**src/rtl/requant_pkg.sv**
```systemverilog
// rtl/requant_pkg.sv - shared types, constants and helpers for the requantiser
package requant_pkg;

    typedef enum logic [1:0] {
        WAIT_ARM  = 2'd0,
        WAIT_SYNC = 2'd1,
        RUNNING   = 2'd2
    } state_t;

    // Signed product width: input component times zero-extended gain
    function automatic int prod_w(input int in_w, input int gain_w);
        return in_w + gain_w + 1;
    endfunction

    // Symmetric saturation magnitude; the most negative code is never emitted
    function automatic int sat_max(input int out_w);
        return (1 << (out_w - 1)) - 1;
    endfunction

    // Half an output LSB, added before the shift for round-half-up
    function automatic int rnd_const(input int frac);
        return 1 << (frac - 1);
    endfunction

    function automatic int chan_w(input int n);
        return (n <= 1) ? 1 : $clog2(n);
    endfunction

    localparam int DEF_IN_W      = 12;
    localparam int DEF_GAIN_W    = 8;
    localparam int DEF_GAIN_FRAC = 4;
    localparam int DEF_OUT_W     = 8;
    localparam int PROD_W        = prod_w(DEF_IN_W, DEF_GAIN_W);
    localparam int SAT_MAX       = sat_max(DEF_OUT_W);
    localparam int SAT_MIN       = -SAT_MAX;
    localparam int RND_CONST     = rnd_const(DEF_GAIN_FRAC);

endpackage

```
**src/rtl/requant_lane.sv**
```systemverilog
// rtl/requant_lane.sv - one component: multiply, round, shift, saturate
module requant_lane
    import requant_pkg::*;
#(
    parameter int IN_W      = 12,
    parameter int GAIN_W    = 8,
    parameter int GAIN_FRAC = 4,
    parameter int OUT_W     = 8
) (
    input  logic                    clk,
    input  logic                    rst,
    input  logic signed [IN_W-1:0]  s,
    input  logic [GAIN_W-1:0]       gain,
    input  logic                    round_en,
    output logic signed [OUT_W-1:0] q,
    output logic                    clip
);

    localparam int PW = prod_w(IN_W, GAIN_W);
    localparam logic signed [PW-1:0] P_SAT_MAX = PW'(sat_max(OUT_W));
    localparam logic signed [PW-1:0] P_SAT_MIN = -P_SAT_MAX;
    localparam logic signed [PW-1:0] P_RND     = PW'(rnd_const(GAIN_FRAC));

    logic signed [PW-1:0] prod_d;
    logic signed [PW-1:0] prod_q;
    logic signed [PW-1:0] shifted;

    // S1: signed product with the rounding offset folded in when enabled
    always_comb begin
        prod_d = PW'(s) * $signed(PW'({1'b0, gain}));
        if (round_en) begin
            prod_d = prod_d + P_RND;
        end
    end

    // S1 product register
    always_ff @(posedge clk) begin
        if (rst) begin
            prod_q <= '0;
        end else begin
            prod_q <= prod_d;
        end
    end

    // S2 combinational half: drop fraction bits, clamp symmetrically
    always_comb begin
        shifted = prod_q >>> GAIN_FRAC;
        q       = shifted[OUT_W-1:0];
        clip    = 1'b0;
        if (shifted > P_SAT_MAX) begin
            q    = P_SAT_MAX[OUT_W-1:0];
            clip = 1'b1;
        end else if (shifted < P_SAT_MIN) begin
            q    = P_SAT_MIN[OUT_W-1:0];
            clip = 1'b1;
        end
    end

endmodule

```
**src/rtl/requant_pipe.sv**
```systemverilog
// rtl/requant_pipe.sv - arm/sync sequencer and 3-stage complex requantiser
module requant_pipe
    import requant_pkg::*;
#(
    parameter  int IN_W      = 12,
    parameter  int GAIN_W    = 8,
    parameter  int GAIN_FRAC = 4,
    parameter  int OUT_W     = 8,
    parameter  int N_CHAN    = 2048,
    localparam int CHAN_W    = chan_w(N_CHAN)
) (
    input  logic                 clk,
    input  logic                 rst,
    input  logic                 ce,
    input  logic                 arm,
    input  logic                 sync_in,
    input  logic [2*IN_W-1:0]    requant_in,
    input  logic                 round_en,
    output logic [CHAN_W-1:0]    addr,
    input  logic [GAIN_W-1:0]    gain,
    output logic [2*OUT_W-1:0]   requant_out,
    output logic                 valid_out,
    output logic                 sync_out,
    output logic                 overflow,
    output logic [15:0]          ovf_count
);

    state_t state_q, state_d;
    logic [CHAN_W-1:0] chan_q, chan_d;
    logic pend_q, pend_d;
    logic accept, sync_start;

    logic s0_valid_q, s0_valid_d, s0_first_q, s0_first_d;
    logic signed [IN_W-1:0] s0_re_q, s0_re_d, s0_im_q, s0_im_d;
    logic s1_valid_q, s1_valid_d, s1_first_q, s1_first_d;

    logic [2*OUT_W-1:0] data_q, data_d;
    logic valid_q, valid_d, sync_q, sync_d, ovf_q, ovf_d;
    logic [15:0] cnt_q, cnt_d;

    logic signed [OUT_W-1:0] q_re, q_im;
    logic clip_re, clip_im;

    // FSM state register
    always_ff @(posedge clk) begin
        if (rst) begin
            state_q <= WAIT_ARM;
        end else begin
            state_q <= state_d;
        end
    end

    // FSM next state: sync only matters in WAIT_SYNC, where it beats arm
    always_comb begin
        state_d = state_q;
        case (state_q)
            WAIT_ARM:  if (arm) state_d = WAIT_SYNC;
            WAIT_SYNC: if (sync_in && ce) state_d = RUNNING;
            RUNNING:   if (arm) state_d = WAIT_SYNC;
            default:   state_d = WAIT_ARM;
        endcase
    end

    // FSM outputs: sample acceptance, sync capture and gain RAM address
    always_comb begin
        accept     = ce && (state_q == RUNNING);
        sync_start = (state_q == WAIT_SYNC) && sync_in && ce;
        addr       = (state_q == RUNNING) ? chan_q : '0;
    end

    // Channel counter and pending-sync flag
    always_comb begin
        chan_d = chan_q;
        pend_d = pend_q;
        if (sync_start) begin
            chan_d = '0;
            pend_d = 1'b1;
        end else if ((state_q == RUNNING) && arm) begin
            chan_d = '0;
            pend_d = 1'b0;
        end else if (accept) begin
            chan_d = chan_q + 1'b1;
            if (chan_q == '0) begin
                pend_d = 1'b0;
            end
        end
    end

    // Valid/first tags ride alongside the data; the lanes hold the product
    always_comb begin
        s0_valid_d = accept;
        s0_first_d = accept && pend_q && (chan_q == '0);
        s0_re_d    = requant_in[2*IN_W-1:IN_W];
        s0_im_d    = requant_in[IN_W-1:0];
        s1_valid_d = s0_valid_q;
        s1_first_d = s0_first_q;
        valid_d    = s1_valid_q;
        sync_d     = s1_valid_q && s1_first_q;
        ovf_d      = s1_valid_q && (clip_re || clip_im);
        data_d     = s1_valid_q ? {q_re, q_im} : data_q;
        cnt_d      = cnt_q;
        if (arm) begin
            cnt_d = '0;
        end else if (ovf_d && (cnt_q != 16'hFFFF)) begin
            cnt_d = cnt_q + 16'd1;
        end
    end

    // All sequential state; reset drops every in-flight valid at once
    always_ff @(posedge clk) begin
        if (rst) begin
            chan_q     <= '0;
            pend_q     <= 1'b0;
            s0_valid_q <= 1'b0;
            s0_first_q <= 1'b0;
            s0_re_q    <= '0;
            s0_im_q    <= '0;
            s1_valid_q <= 1'b0;
            s1_first_q <= 1'b0;
            data_q     <= '0;
            valid_q    <= 1'b0;
            sync_q     <= 1'b0;
            ovf_q      <= 1'b0;
            cnt_q      <= '0;
        end else begin
            chan_q     <= chan_d;
            pend_q     <= pend_d;
            s0_valid_q <= s0_valid_d;
            s0_first_q <= s0_first_d;
            s0_re_q    <= s0_re_d;
            s0_im_q    <= s0_im_d;
            s1_valid_q <= s1_valid_d;
            s1_first_q <= s1_first_d;
            data_q     <= data_d;
            valid_q    <= valid_d;
            sync_q     <= sync_d;
            ovf_q      <= ovf_d;
            cnt_q      <= cnt_d;
        end
    end

    requant_lane #(
        .IN_W(IN_W), .GAIN_W(GAIN_W), .GAIN_FRAC(GAIN_FRAC), .OUT_W(OUT_W)
    ) u_lane_re (
        .clk(clk), .rst(rst), .s(s0_re_q), .gain(gain),
        .round_en(round_en), .q(q_re), .clip(clip_re)
    );

    requant_lane #(
        .IN_W(IN_W), .GAIN_W(GAIN_W), .GAIN_FRAC(GAIN_FRAC), .OUT_W(OUT_W)
    ) u_lane_im (
        .clk(clk), .rst(rst), .s(s0_im_q), .gain(gain),
        .round_en(round_en), .q(q_im), .clip(clip_im)
    );

    assign requant_out = data_q;
    assign valid_out   = valid_q;
    assign sync_out    = sync_q;
    assign overflow    = ovf_q;
    assign ovf_count   = cnt_q;

endmodule

```
**config.mk**
```make
export PLATFORM = sky130hd
export DESIGN_NAME = requant_pipe
export DESIGN_NICKNAME = d
export VERILOG_FILES = /design/src/rtl/requant_pkg.sv /design/src/rtl/requant_lane.sv /design/src/rtl/requant_pipe.sv
export SDC_FILE = /design/constraint.sdc
export NUM_CORES = 1
export LEC_CHECK = 0
export ABC_CLOCK_PERIOD_IN_PS = 7600
export CORE_AREA = 2 2 145 147
export CTS_CLUSTER_SIZE = 20
export DETAILED_ROUTE_END_ITERATION = 16
export DIE_AREA = 0 0 147 149
export PLACE_DENSITY_LB_ADDON = 0.2
export SLEW_MARGIN = 20
export SYNTH_ARGS = -nofsm -noshare
export SYNTH_HDL_FRONTEND = slang
export SYNTH_HIERARCHICAL = 1
export SYNTH_SLANG_ARGS = --single-unit
```
**constraint.sdc**
```tcl
create_clock -name clk -period 7.6 [get_ports clk]
set_input_delay 0.76 -clock clk [delete_from_list [all_inputs] [get_ports clk]]
set_output_delay 0.76 -clock clk [all_outputs]
set_load 0.02 [all_outputs]
```
==> impl_metrics.ini <==
[outcome]
run_status = completed

[timing]
finalSetupTns_ns = 0
layout_min_cycle_time_ns = 6.77
setup_skew_ns = 0.0107
min_period_over_period_pct = 89.1
timing_worst_slew_pin_value_ns = 0.879
relSlewSlack_pct = 41.4
achievable-frequency_mhz = 148
timing.final.hold_violations = 0
setup_repair_after_global_routing_missed_its_margin = false
slew_viol_final = 0
setup_viol_count_final = 0

[floorplan]
die_h_um = 149
fp.dieArea_sq_um = 21900
coreArea_sq_um = 20600
start_util_pct = 60.2
die_width_um = 147
num_rows = 53
floorplan.io_pins = 84

[layout]
final_design_area_no_fill_sq_um = 13700
antenna_cells_inserted = 0
finalCoreUtilization_pct = 66.8
layout.cells.most_common_list = 259 x sky130_fd_sc_hd__inv_1, 156 x sky130_fd_sc_hd__fa_1, 124 x sky130_fd_sc_hd__nand2_1, 116 x sky130_fd_sc_hd__and2_1, 110 x sky130_fd_sc_hd__dfxtp_1
finish.net_count = 1779
layout_cells_sized_above_1_pct = 3.86
area_delta_synth_final_pct = 10.9
mostFrequentLayoutCell = sky130_fd_sc_hd__inv_1

[min_path]
endpoint_with_the_worst_hold_slack = sync_out
min_from = s1_first_q
timing.hold.worst.class = reg2reg
hold_depth = 1

[worst_setup_path]
reg2regPathDepth = 17
critical_path.most_common_cell = sky130_fd_sc_hd__fa_1
regToRegSetupSlack_ns = 1.70
worst-setup-path-type = in2reg
r2r_end = u_lane_re/prod_q[20]
cp-end-kind = register
crit_required_ns = 7.88
startpoint_of_the_most_critical_register_to_register_path = s0_re_q[8]
timing.critical_path.arrival_ns = 7.06
critical-path-slowest-cell = sky130_fd_sc_hd__clkdlybuf4s50_1
crit_path_max_fanout = 19
critical-path-max-stage-delay_ns = 0.79
worstPathCellList = clkdlybuf4s50_1, and2_1, fa_1, fa_1, fa_1, inv_1, fa_1, inv_1, ha_1, a211oi_2, nor2_1, or4b_4, a2111oi_4, o2111ai_1, or4b_1, or4_1, a21oi_1
critical_path.startpoint_type = input pin

[routing]
initialDrtViolationCount = 480
drt.antenna.violating_nets = 0
routed_wirelength_um = 24600
drcViolationCount = 0
vias_per_cell = 5.44
detail_route.wl_per_cell_um = 13.9
route.vias.total = 9675
drt_pass1_iterations = 8

[power_and_ir_drop]
power.leakage_uw = 0.00622
irDropWorstVdd_v = 0.000127
power_density_nw_per_um2 = 218
post-layout-total-power_uw = 3000

[placement]
port_buffers = 83
weighted_congestion_at_the_end_of_routability_driven_global_placement = 0.855
placed_area_sq_um = 13400
dp_hpwl_um = 19300

[clock_tree]
tritoncts.num_buffers = 9
cts_post_setup_buffers_inserted = 0
insertion_delay_ns = 0.36
ctsHtreeMaxLevel = 3
number_of_sinks_driven_by_the_clock_tree = 111
path_clk_slew_ns = 0.07
cts_root_buffer = sky130_fd_sc_hd__clkbuf_16
cts_tree = yes
postCtsResizedCells = 0
cts_max_path_buffers = 2
holdBufCountCts = 0

[global_routing]
global_route_wire_length_before_repair_um = 43200
grt.overflow.total = 0
grt_pass1_vias = 9317
grt_start_max_net_pins = 88
global_route.usage.total_pct = 23.7
grt_antenna_before_repair = 0

[logic_synthesis]
ys_types = 80
syn_area_per_cell_sq_um = 8.59
synth_edf_count = 0
synth.ff_latch_count = 111
asyncSetResetFlopFracSynth_pct = 0
ys.flop_type = sky130_fd_sc_hd__dfxtp_1
post_synthesis_sequential_area_ratio_pct = 17.9
synth.cell_area_sq_um = 12400
syn_nets = 1720
yosysWarningCount = 6
syn-instance-count = 1441

[run]
timing.max_cap.violations = 0
critical path, delay by kind of cell:
| family | cells | cell delay (ns) |
|---|---|---|
| buffers and inverters | 3 | 0.89 |
| AO/OA/AOI/OAI | 4 | 1.03 |
| AND/OR/NAND/NOR | 5 | 1.90 |
| adder cells (fa/ha/maj) | 5 | 2.47 |
sequential cells by signal, summed over array words and instances (netlist names):
signal	count
chan_q	11
overflow	1
ovf_count	16
pend_q	1
requant_out	16
s0_first_q	1
s0_im_q	12
s0_re_q	12
s0_valid_q	1
s1_first_q	1
s1_valid_q	1
state_q	2
sync_out	1
u_lane_im/prod_q	17
u_lane_re/prod_q	17
valid_out	1
cell usage after synthesis, drive strengths merged, types with 3 or more instances:
cell | n | share of area (%)
inv | 259 | 7.9
o311ai | 4 | 0.28
a2111oi | 3 | 0.36
nor3 | 32 | 1.3
o41ai | 3 | 0.21
a21oi | 49 | 2.0
o31ai | 12 | 0.73
nor3b | 3 | 0.18
xor2 | 12 | 0.85
mux2i | 21 | 1.7
nor4 | 14 | 0.88
or2 | 10 | 0.51
ha | 85 | 8.6
o31a | 4 | 0.29
or4b | 3 | 0.27
nand3b | 4 | 0.24
nor2b | 41 | 2.1
xnor2 | 45 | 3.2
or4 | 15 | 0.95
nor2 | 85 | 2.6
a31oi | 6 | 0.30
clkbuf | 35 | 1.1
and3 | 7 | 0.35
o21ai | 32 | 1.3
a21o | 18 | 1.1
nand2b | 6 | 0.30
fa | 156 | 25
nand3 | 26 | 1.1
o2111ai | 4 | 0.28
a211o | 4 | 0.28
or3 | 15 | 0.85
dfxtp | 111 | 18
o21a | 8 | 0.48
nand2 | 124 | 3.8
nand4 | 15 | 0.93
nand4b | 4 | 0.28
and4 | 7 | 0.50
and2 | 119 | 6.1
buf | 8 | 0.45
a211oi | 8 | 0.57
nor4b | 4 | 0.28
metrics by stage:
stage                     worst slack (ns)  hold WS (ns)  cells
after floorplan                       1.54         0.406   1441
after global placement               0.662         0.411   1764
after detailed placement             0.489         0.413   1764
after CTS                            0.852         0.430   1779
after global routing                 0.526         0.449   1779
final                                0.826         0.434   1779
worst max path at each step:
stage	from	endpoint	slack [ns]
2_1_floorplan	gain[2]	u_lane_re/prod_q[20]	1.54
3_3_place_gp	gain[5]	u_lane_im/prod_q[19]	0.66
3_5_place_dp	gain[5]	u_lane_re/prod_q[20]	0.49
4_1_cts	gain[5]	u_lane_re/prod_q[20]	0.85
5_1_grt	gain[1]	u_lane_re/prod_q[20]	0.53
6_report	gain[5]	u_lane_re/prod_q[20]	0.83
metal layers:
| layer | up-vias | GRT usage, % | share of wire (%) |
|---|---|---|---|
| met1 | 4686 | 33.8 | 47 |
| met4 | 0 | 4.57 | 1.1 |
| li1 | 4752 | - | - |
| met2 | 217 | 39.4 | 48 |
| met5 | - | 0 | 0 |
| met3 | 20 | 3.09 | 4.2 |
power breakdown:
group          switching, uW  internal (uW)  total (uW)
sequential              59.0            667         726
clock                    232            261         493
combinational           1020            759        1780
kinds of logic after synthesis:
family,Yosys count,synth area share (%)
mux,22,1.79
compound gates,170,9.36
fa+ha+maj,241,33.8
simple gates,537,23.6
buf+inv,303,9.44
flops,111,17.9
xor+xnor,57,4.03
final cells by class:
class | count | area, sq um
Clock buffer | 9 | 225
Clock inverter | 6 | 78.8
Fill cell | 1702 | 6820
Inverter | 259 | 972
Multi-Input combinational cell | 1027 | 9000
Sequential cell | 111 | 2220
Tap cell | 275 | 344
Timing Repair Buffer | 92 | 893
No activity file was read; power rests on OpenSTA's default activity.
